==> src/rtl/jpc_ifetch_pkg.sv <==
// Shared types and constants for the jpc instruction fetch unit.
// State encoding, reset PC default and the alignment helper.
package jpc_ifetch_pkg;

  localparam int STATE_W = 2;
  localparam logic [31:0] JPC_RESET_PC = 32'h0000_0000;

  typedef enum logic [STATE_W-1:0] {
    S_IDLE  = 2'd0,
    S_REQ   = 2'd1,
    S_VALID = 2'd2,
    S_ERR   = 2'd3
  } ifetch_state_e;

  function automatic logic word_aligned(input logic [31:0] a);
    return a[1:0] == 2'b00;
  endfunction

endpackage

==> src/rtl/jpc_ifetch.sv <==
// Instruction fetch: holds the PC, fetches words from imem and
// presents them to decode over a valid/ready handshake.
import jpc_ifetch_pkg::*;

module jpc_ifetch #(
  parameter logic [31:0] RESET_PC = JPC_RESET_PC
) (
  input  logic        clk,
  input  logic        rst_n,
  input  logic        fetch_en_I,
  input  logic        pc_load_I,
  input  logic [31:0] pc_load_val_I,
  output logic        imem_req_O,
  output logic [31:0] imem_addr_O,
  input  logic        imem_ack_I,
  input  logic [31:0] imem_rdata_I,
  input  logic        imem_err_I,
  output logic [31:0] instr_O,
  output logic [31:0] pc_O,
  output logic        instr_valid_O,
  input  logic        instr_ready_I,
  output logic        fetch_err_O
);

  ifetch_state_e state;
  logic [31:0]   pc;
  logic          discard;

  logic [31:0] pc_nxt;
  logic        ack_now;
  logic        req_hold;
  logic        load_ok;

  assign pc_nxt   = pc + 32'd4;
  assign ack_now  = imem_req_O & imem_ack_I;
  assign req_hold = imem_req_O & ~imem_ack_I;
  assign load_ok  = word_aligned(pc_load_val_I);

  always_ff @(posedge clk) begin
    if (!rst_n) begin
      state         <= S_IDLE;
      pc            <= RESET_PC;
      discard       <= 1'b0;
      imem_req_O    <= 1'b0;
      imem_addr_O   <= 32'd0;
      instr_O       <= 32'd0;
      pc_O          <= 32'd0;
      instr_valid_O <= 1'b0;
      fetch_err_O   <= 1'b0;
    end else if (pc_load_I) begin
      // an in-flight request cannot be withdrawn; mark its reply stale
      if (ack_now) begin
        imem_req_O <= 1'b0;
        discard    <= 1'b0;
      end else if (imem_req_O) begin
        discard <= 1'b1;
      end
      instr_valid_O <= 1'b0;
      if (!load_ok) begin
        state       <= S_ERR;
        fetch_err_O <= 1'b1;
      end else begin
        pc          <= pc_load_val_I;
        fetch_err_O <= 1'b0;
        state       <= req_hold ? S_REQ : S_IDLE;
      end
    end else begin
      case (state)
        S_IDLE: begin
          if (fetch_en_I) begin
            imem_req_O  <= 1'b1;
            imem_addr_O <= pc;
            state       <= S_REQ;
          end
        end
        S_REQ: begin
          if (imem_ack_I) begin
            imem_req_O <= 1'b0;
            discard    <= 1'b0;
            if (discard) begin
              state <= S_IDLE;
            end else if (imem_err_I) begin
              state       <= S_ERR;
              fetch_err_O <= 1'b1;
            end else begin
              state         <= S_VALID;
              instr_valid_O <= 1'b1;
              instr_O       <= imem_rdata_I;
              pc_O          <= pc;
            end
          end
        end
        S_VALID: begin
          if (instr_ready_I) begin
            instr_valid_O <= 1'b0;
            pc            <= pc_nxt;
            if (fetch_en_I) begin
              imem_req_O  <= 1'b1;
              imem_addr_O <= pc_nxt;
              state       <= S_REQ;
            end else begin
              state <= S_IDLE;
            end
          end
        end
        S_ERR: begin
          if (ack_now) begin
            imem_req_O <= 1'b0;
            discard    <= 1'b0;
          end
        end
        default: state <= S_IDLE;
      endcase
    end
  end

endmodule

==> config.mk <==
export PLATFORM = sky130hd
export DESIGN_NAME = jpc_ifetch
export DESIGN_NICKNAME = d
export VERILOG_FILES = /design/src/rtl/jpc_ifetch_pkg.sv /design/src/rtl/jpc_ifetch.sv
export SDC_FILE = /design/constraint.sdc
export NUM_CORES = 1
export LEC_CHECK = 0
export ABC_AREA = 1
export CORE_MARGIN = 1
export CORE_UTILIZATION = 25
export DETAILED_ROUTE_END_ITERATION = 12
export GPL_ROUTABILITY_DRIVEN = 0
export SETUP_SLACK_MARGIN = 0.02
export SKIP_LAST_GASP = 1
export SLEW_MARGIN = 20
export SYNTH_ARGS = -nofsm -noshare
export SYNTH_HDL_FRONTEND = slang
export SYNTH_SLANG_ARGS = --single-unit
==> constraint.sdc <==
create_clock -name clk -period 3.6 [get_ports clk]
set_input_delay 0.72 -clock clk [delete_from_list [all_inputs] [get_ports clk]]
set_output_delay 0.72 -clock clk [all_outputs]
set_load 0.01 [all_outputs]
Word level (Yosys, flattened, before mapping)

Cells that the tools add are included.

Bits of input ports: 71
Latch bits: 0
Memory bits (read-only): 0
Output and inout port bits: 99
RAM bits: 0
Memories kept: 0
Bits in registers: 134
Word-level logic and storage cells: 93

$lt $le $gt $ge: 0
Reduce and logical (&&, ||, !) cells: 20
$mul: 0
Bitwise gates (word level): 7
Equality and inequality tests: 16
Add/sub/neg operators: 1
Div/mod/pow operators: 0
Shift-type cells: 0
Muxes and demuxes: 40

Operators with widths:

| kind                    | number |
|---|---|
| $mux W32                | 7 |
| $pmux W32 S2            | 1 |
| $add A32 B3 Y32 const B | 1 |
| $mux W1                 | 22 |
| $reduce_and A5 Y1       | 3 |
| $ne A2 B2 Y1 const B    | 7 |
| $reduce_bool A2 Y1      | 7 |
| $mux W2                 | 6 |
| $ne A3 B3 Y1 const B    | 4 |
| $reduce_and A4 Y1       | 3 |
| $pmux W2 S3             | 1 |
| $not A1 Y1              | 5 |
| $eq A2 B2 Y1 const B    | 2 |
| $logic_not A2 Y1        | 2 |
| $pmux W1 S2             | 2 |
| $pmux W1 S4             | 1 |
| $reduce_bool A4 Y1      | 1 |
| $ne A3 B1 Y1 const B    | 1 |
| $reduce_and A3 Y1       | 1 |
| $reduce_bool A3 Y1      | 1 |
| $and A1 B1 Y1           | 2 |
| $eq A2 B1 Y1 const B    | 1 |
| $ne A2 B1 Y1 const B    | 1 |
| $reduce_and A2 Y1       | 1 |
| $reduce_or A2 Y1        | 1 |

Logic depth before layout (Yosys ltp)

Gate-level depths: netlist of the first run.

Depth after elaboration: 5
Mapped depth: 11

Worst setup path after synthesis of the first run

OpenSTA, ideal clock, no wires.

Kind: input to register
Start: input pc_load_I
End: register imem_addr_O[27]
Stages on the path: 7
Library setup time: 119 ps
Setup slack: 1913 ps
Arrival: 1568 ps
Required time: 3481 ps
Cells stage by stage: buf_2 -> nor2_1 -> nand3_2 -> buf_4 -> buf_4 -> a21oi_1 -> a21oi_1

Cells in the longest elaborated chain, start to end: 2

Ends and longest elaborated chain:

| item                               | RTL line         | source |
|---|---|---|
| start: declaration                 | jpc_ifetch.sv:11 | `input logic pc_load_I,` |
| $not A1 Y1 (no source line)        | --               |  |
| $reduce_and A5 Y1 (no source line) | --               |  |
| end signal: assignment             | jpc_ifetch.sv:72 | `imem_addr_O <= pc;` |
| end signal: assignment             | jpc_ifetch.sv:99 | `imem_addr_O <= pc_nxt;` |
| end: declaration                   | jpc_ifetch.sv:14 | `output logic [31:0] imem_addr_O,` |

Every way passes these cells.
A chain may end at the register's enable or synchronous reset.

Final worst setup path of the first run

Start: register state[0]
End: register pc[16]

Cells in the longest elaborated chain, start to end: 3

Ends and longest elaborated chain:

| item                                | RTL line         | source |
|---|---|---|
| start: declaration                  | jpc_ifetch.sv:25 | `ifetch_state_e state;` |
| start signal: assignment            | jpc_ifetch.sv:65 | `state <= req_hold ? S_REQ : S_IDLE;` |
| $eq A2 B2 Y1                        | jpc_ifetch.sv:68 | `case (state)` |
| $reduce_bool A2 Y1 (no source line) | --               |  |
| $reduce_and A3 Y1 (no source line)  | --               |  |
| end signal: assignment              | jpc_ifetch.sv:63 | `pc <= pc_load_val_I;` |
| end signal: assignment              | jpc_ifetch.sv:96 | `pc <= pc_nxt;` |
| end: declaration                    | jpc_ifetch.sv:26 | `logic [31:0] pc;` |

Every way passes these cells.

==> results of run 1 <==
## routing by layer
metal  global-route usage [%]  up-vias
li1                         -     3131
met1                     20.5     2718
met2                     25.0      182
met3                     5.09       18
met4                     5.40        0
met5                        0        -
## sequential cells by signal (all words and copies together) (netlist names)
register,flops
imem_addr_O,32
instr_O,32
pc,32
pc_O,32
state,2
discard,1
fetch_err_O,1
imem_req_O,1
instr_valid_O,1
## kinds of logic (layout without fill, tap and decap cells)
| group | Yosys count | in the layout |
|---|---|---|
| xor+xnor | 16 | 16 |
| fa+ha+maj | 5 | 5 |
| simple gates | 334 | 334 |
| flops | 134 | 134 |
| compound gates | 276 | 276 |
| buf+inv | 92 | 249 |
## worst paths after layout
path / to / depth (start not counted)
min: instr_valid_O / 2
max reg2reg: pc[16] / 8
max: pc[16] / 8
min reg2reg: instr_valid_O / 2
## layout make-up
class	count	share of cell area, %
Tap cell	319	4.65
Multi-Input combinational cell	631	35.1
Inverter	38	1.66
Clock inverter	12	1.20
Sequential cell	134	31.2
Clock buffer	20	5.44
Timing Repair Buffer	179	20.7
## power by group through the flow
stage / clock network, mW / registers (mW) / logic, mW
3_3_place_gp: 0 / 1.82 / 1.01
6_report: 1.70 / 1.79 / 1.01
5_1_grt: 1.79 / 1.82 / 1.12
3_5_place_dp: 0 / 1.82 / 1.02
4_1_cts: 1.74 / 1.79 / 1.03
2_1_floorplan: 0 / 1.84 / 0.518
## cells in the final DEF (no fill, tap or decap), types with 5 or more instances in the layout
master / n
o21ai_1: 15
ha_1: 5
nand3_1: 34
inv_1: 32
buf_4: 10
clkdlybuf4s50_1: 168
nand2_1: 130
dfxtp_1: 134
nor2_4: 6
clkbuf_16: 17
inv_2: 6
a21oi_1: 135
xor2_1: 12
clkinv_2: 5
o21ai_0: 120
nor2_1: 142
nor2_2: 6
## worst register-to-register path, stage by stage (launching register included)
cell      delay, ns
dfxtp_1        0.41
inv_1          0.11
ha_1           0.23
inv_2          0.46
nand2_1        0.22
o211ai_2       0.15
buf_4          0.35
a21oi_1        0.08
a21oi_1        0.19
## per-stage QoR
step                total power [mW]  worst slack, ns
finish                          4.51             1.33
global route                    4.73             1.10
CTS                             4.56             1.33
detailed placement              2.84            0.967
global placement                2.83            0.998
floorplan                       2.36             1.91
==> summary.md, run 1 <==
| Metric | Value |
|---|---|
| Die width | 158 um |
| WS Path Type | flip-flop to flip-flop |
| Post-CTS Resized | 0 |
| Clock Pin Slew Worst Setup and Hold Paths | 0.06 ns |
| Ratio of cells with drive above 1 in the final layout | 6.80% |
| First-pass GRT wire length | 30500 um |
| Slew @ Worst Pin | just over 0.6 ns |
| Leak pwr | 3.13 nW |
| Post-place instance area | 8020 um2 |
| Layout Nets | between 1000 and 1500 |
| CTS tree | built |
| Die area | 25000 um2 |
| VDD IR max | ~0.26 mV |
| CP required | 3.94 ns |
| CTS Sinks | ~130 |
| Crit path cell chain | inv_1, ha_1, inv_2, nand2_1, o211ai_2, buf_4, a21oi_1, a21oi_1 |
| Multi-input logic area | 3010 um2 |
| Post-synthesis compound-gate area fraction | 23.0% |
| Hold_ws | 0.469 ns |
| Power Dens Cells | between 500 and 600 nW/um2 |
| Final setup viols | 0 |
| Top-count cell post-synth | nor2_1 |
| Critical Path Sink Type | flip-flop |
| Top delay family on crit path | buffers and inverters |
| XOR/XNOR share of the synthesized area | about 2.3% |
| Synthesized area | 6090 um2 |
| Synth Instances | 857 |
| Ports | 170 |
| HPWL after DPL | 13900 um |
| Inst Count DP | between 1000 and 1500 |
| Post-synth EDFFs | 0 |
| Post-synth ARST share | 0% |
| FF-to-FF Start | state[0] |
| Final worst path period share | a little over three fifths |
| Final hold vios | 0 |
| P_int | 3.10 mW |
| Clk pwr share | a little under two fifths |
| WP data arrival | 2.62 ns |
| Combinational Power Share | 22.5% |
| Met1 WL | 9270 um |
| Post-synth top flop | dfxtp_1 |
| Skew-Pair Late Insertion Delay | 0.42 ns |
| Metal2 WL | 8720 um |
| Starting Density | 25.7% |
| Fmax | 440 MHz |
| Worst min-delay path class | flip-flop to flip-flop |
| Slew margin rel. | 58.9% |
| Clock buffer depth | 2 |
| Post-synthesis mux area share | 0% |
| R2R Setup Slk | 1.33 ns |
| Final instance area | 8580 um2 |
| #FFs+latches synth | 134 |
| GR Overflow Total | 0 |
| Fill count | ~2500 |
| Vias in the first global route | 5660 |
| Storage element area | 2680 um2 |
| Largest net degree at the start of global routing | 51 |
| Synthesized area per cell | roughly 7.1 um2 |
| Final Max Slew Viols | 0 |
| DRC | 0 |
| Syn-to-layout area delta | 40.9% |
| DR pass1 iterations | 5 |
| Unrepaired setup endpoints after global routing | no |
| Number of DRC markers in iteration 0 | roughly 440 |
| Ys Warns | 0 |
| Commonest cells post-synth | 142 x nor2_1, 135 x a21oi_1, 134 x dfxtp_1 |
| Most area-consuming cells after synthesis | dfxtp_1 44%, a21oi_1 11%, o21ai_0 9.9% |
| Layout Cells excl Fill | 1333 |
| CTS root buffer | clkbuf_16 |
| Syn Nets | 933 |
| H-tree Lvls | 4 |
| Vias | 6049 |
| CTS buffer count | 17 |
| Highest metal used | met4 |
| Net Sw Power | about 1.4 mW |
| Gr usage total | 15.9% |
| Count of standard-cell rows | 56 |
| Adder-cell share of the synthesized area | under 10% |
| DR WL met3 | about 1600 um |
| Min Tclk post-route | 2.27 ns |
| CP Launch Type | flip-flop |
| Initial antenna violation count | 0 |
| Crit path from | state[0] |
| Drt wl/cell | 14.9 um |
| Die Y | 158 um |
| Area share of the largest cell type after synthesis | 44.0% |
| I/O Buffers | 169 |
| Crit path max fanout | 32 |
| Core ar. | 23700 um2 |
| Synth cell types | 32 |
| Cell mode on critical path | a21oi_1 |
| Worst Path Buf+Inv | 3 |
| # diodes | 0 |
| Slowest cell on crit path | inv_2 |
| Power share of the sequential group | 39.8% |
| Sequential fraction of the synthesis area | 44.0% |
| Max stage delay on crit path | 0.46 ns |
| HP Start | instr_valid_O |
| Setup bufs post-CTS | 0 |
| Cell taking the most area after synthesis | dfxtp_1 |
| Status | completed |
| Switching portion of total power | 31.2% |
| Post-layout util | between 30% and 40% |
| Final ANT Viol Nets | 0 |
| Total Wirelength | 19900 um |
| Vias per cell | 4.54 |
| Hold-fix buffers at CTS | 0 |
| # Max-Cap Violations | 0 |
| Final clock skew | 0.0111 ns |
| Total negative slack | 0 ns |
| Largest family of logic cells by synthesized area | simple AND/OR/NAND/NOR gates |
| Post-Synth Simple-Gate Area | 23.2% |
Power figures use the tool's default switching activity.
==> inputs of run 2 (changes only) <==
==> constraint.sdc (replaced) <==
create_clock -name clk -period 2.13 [get_ports clk]
set_input_delay 0.426 -clock clk [delete_from_list [all_inputs] [get_ports clk]]
set_output_delay 0.426 -clock clk [all_outputs]
set_load 0.01 [all_outputs]
==> run 2 against run 1 <==
Design area up 1.9%. Critical path type unchanged. Die area is the same. Clock skew about the same. Flip-flop and latch count is the same. Global-route usage shrank 0.077 points. Worst hold slack lost 0.0087 ns. Sequential share of layout area fell by 0.57 points. Routed wire length decreased by 1.1%.
==> summary.md, run 2 (synthesized netlist as in run 1, its figures left out) <==
| Metric | Value |
|---|---|
| CP Launch Type | flip-flop (unchanged) |
| DRC | 0 (unchanged) |
| Combinational Power Share | 22.7% (was 22.5%) |
| Core ar. | 23700 um2 (unchanged) |
| VDD IR max | 0.445 mV (was 0.261 mV) |
| Status | completed (unchanged) |
| Total negative slack | 0 ns (unchanged) |
| Power share of the sequential group | 38.5% (was 39.8%) |
| Worst min-delay path class | primary input to flip-flop (was flip-flop to flip-flop) |
| H-tree Lvls | 4 (unchanged) |
| DR pass1 iterations | 5 (unchanged) |
| P_int | 5.45 mW (was 3.10 mW) |
| Fmax | 541 MHz (was 440 MHz) |
| Drt wl/cell | 14.6 um (was 14.9 um) |
| Gr usage total | 15.9% (about the same) |
| Layout Nets | 1087 (was 1077) |
| Die width | 158 um (unchanged) |
| Clock Pin Slew Worst Setup and Hold Paths | 0.06 ns (about the same) |
| Clk pwr share | 38.8% (was 37.7%) |
| Commonest non-fill, non-tap cell in the layout | clkdlybuf4s50_1 (unchanged) |
| R2R cell count | 7 (was 8) |
| First-pass GRT wire length | 30300 um (was 30500 um) |
| CP required | 2.44 ns (was 3.94 ns) |
| Die Y | 158 um (unchanged) |
| GR Overflow Total | 0 (unchanged) |
| CTS root buffer | clkbuf_16 (unchanged) |
| Vias per cell | 4.53 (was 4.54) |
| Largest net degree at the start of global routing | 69 (was 51) |
| CTS buffer count | 17 (unchanged) |
| # diodes | 0 (unchanged) |
| CTS tree | built (unchanged) |
| R2R Setup Slk | 0.28 ns (was 1.33 ns) |
| Vias in the first global route | 5790 (was 5660) |
| Switching portion of total power | 30.6% (was 31.2%) |
| Number of DRC markers in iteration 0 | 462 (was 442) |
| Leak pwr | 3.22 nW (was 3.13 nW) |
| HPWL after DPL | 13900 um (about the same) |
| Post-CTS Resized | 0 (unchanged) |
| Final setup viols | 0 (unchanged) |
| Net Sw Power | 2.40 mW (was 1.41 mW) |
| Slew @ Worst Pin | 0.669 ns (was 0.610 ns) |
| Final worst path period share | 86.8% (was 63.1%) |
| Starting Density | 25.7% (unchanged) |
| Hold Crit Depth | 3 (was 2) |
| Slew margin rel. | 54.9% (was 58.9%) |
| Min Tclk post-route | 1.85 ns (was 2.27 ns) |
| Power Dens Cells | 898 nW/um2 (was 525 nW/um2) |
| Final clock skew | 0.0111 ns (about the same) |
| Count of standard-cell rows | 56 (unchanged) |
| Setup bufs post-CTS | 0 (unchanged) |
| Clock buffer depth | 2 (unchanged) |
| Post-layout util | 36.9% (was 36.2%) |
| Final hold vios | 0 (unchanged) |
| Total Wirelength | 19600 um (was 19900 um) |
| Crit path max fanout | 41 (was 32) |
| Unrepaired setup endpoints after global routing | no (unchanged) |
| Ratio of cells with drive above 1 in the final layout | 7.71% (was 6.80%) |
| Syn-to-layout area delta | 43.5% (was 40.9%) |
| WP data arrival | 2.16 ns (was 2.62 ns) |
| Vias | 6085 (was 6049) |
| Final Max Slew Viols | 0 (unchanged) |
| Die area | 25000 um2 (unchanged) |
| Initial antenna violation count | 0 (unchanged) |
| # Max-Cap Violations | 0 (unchanged) |
| Ports | 170 (unchanged) |
| Fill count | 2517 (was 2542) |
| Skew-Pair Late Insertion Delay | 0.43 ns (was 0.42 ns) |
| Critical Path Sink Type | flip-flop (unchanged) |
| I/O Buffers | 169 (unchanged) |
| Hold-fix buffers at CTS | 0 (unchanged) |
| Most frequent cells in the layout | 168 x clkdlybuf4s50_1, 142 x nor2_1, 135 x a21oi_1 (unchanged) |
| WS Path Type | flip-flop to flip-flop (unchanged) |
| Setup WS pre-CTS | 0.111 ns (was 0.967 ns) |
| Fin worst setup slack | 0.281 ns (was 1.33 ns) |
| Final ANT Viol Nets | 0 (unchanged) |
| CTS Sinks | 134 (unchanged) |
==> run 2: power by group through the flow <==
stage,sequential [mW],combinational (mW),clock (mW)
after floorplan,3.11,0.875,0
after global placement,3.07,1.78,0
after detailed placement,3.08,1.79,0
after CTS,3.02,1.80,3.13
after global routing,3.07,1.98,3.22
final,3.02,1.78,3.05
==> run 2: metrics by stage <==
stage          cell area (um2)  cells  hold WS, ns  total power [mW]
5_1_grt                   8740   1343        0.477              8.27
2_1_floorplan             6090    857        0.437              3.98
3_5_place_dp              8140   1311        0.463              4.86
3_3_place_gp              8140   1311        0.458              4.86
6_report                  8740   1343        0.460              7.85
4_1_cts                   8740   1343        0.440              7.95
==> run 2: area by class of cell <==
cell class,instances,area [um2],share of cell area [%]
tap,319,399,4.56
inverter,38,143,1.63
timing repair buffer,189,1900,21.8
sequential,134,2680,30.7
clock inverter,15,178,2.03
multi-input combinational,631,3010,34.5
clock buffer,17,425,4.87
==> run 2: final timing paths <==
kind	end	startpoint
setup / recovery	instr_O[12]	state[0]
hold / removal	imem_addr_O[0]	rst_n
setup reg to reg	instr_O[12]	state[0]
hold reg to reg	pc[1]	pc[1]
==> run 2: worst max-delay path, cell delays in order (launching register included) <==
cell     delay [ns]
dfxtp_1        0.44
ha_1           0.31
inv_2          0.05
nor2_2         0.20
nand3_2        0.16
buf_4          0.28
o21ai_0        0.22
nor2_1         0.06
==> run 2: metal layers <==
metal / track usage [%] / vias to the layer above / wire length (um)
met2: 25.5 / 171 / 8730
met3: 4.93 / 18 / 1460
met4: 5.40 / 0 / 258
met5: 0 / - / 0
met1: 19.9 / 2734 / 9190
li1: - / 3162 / -
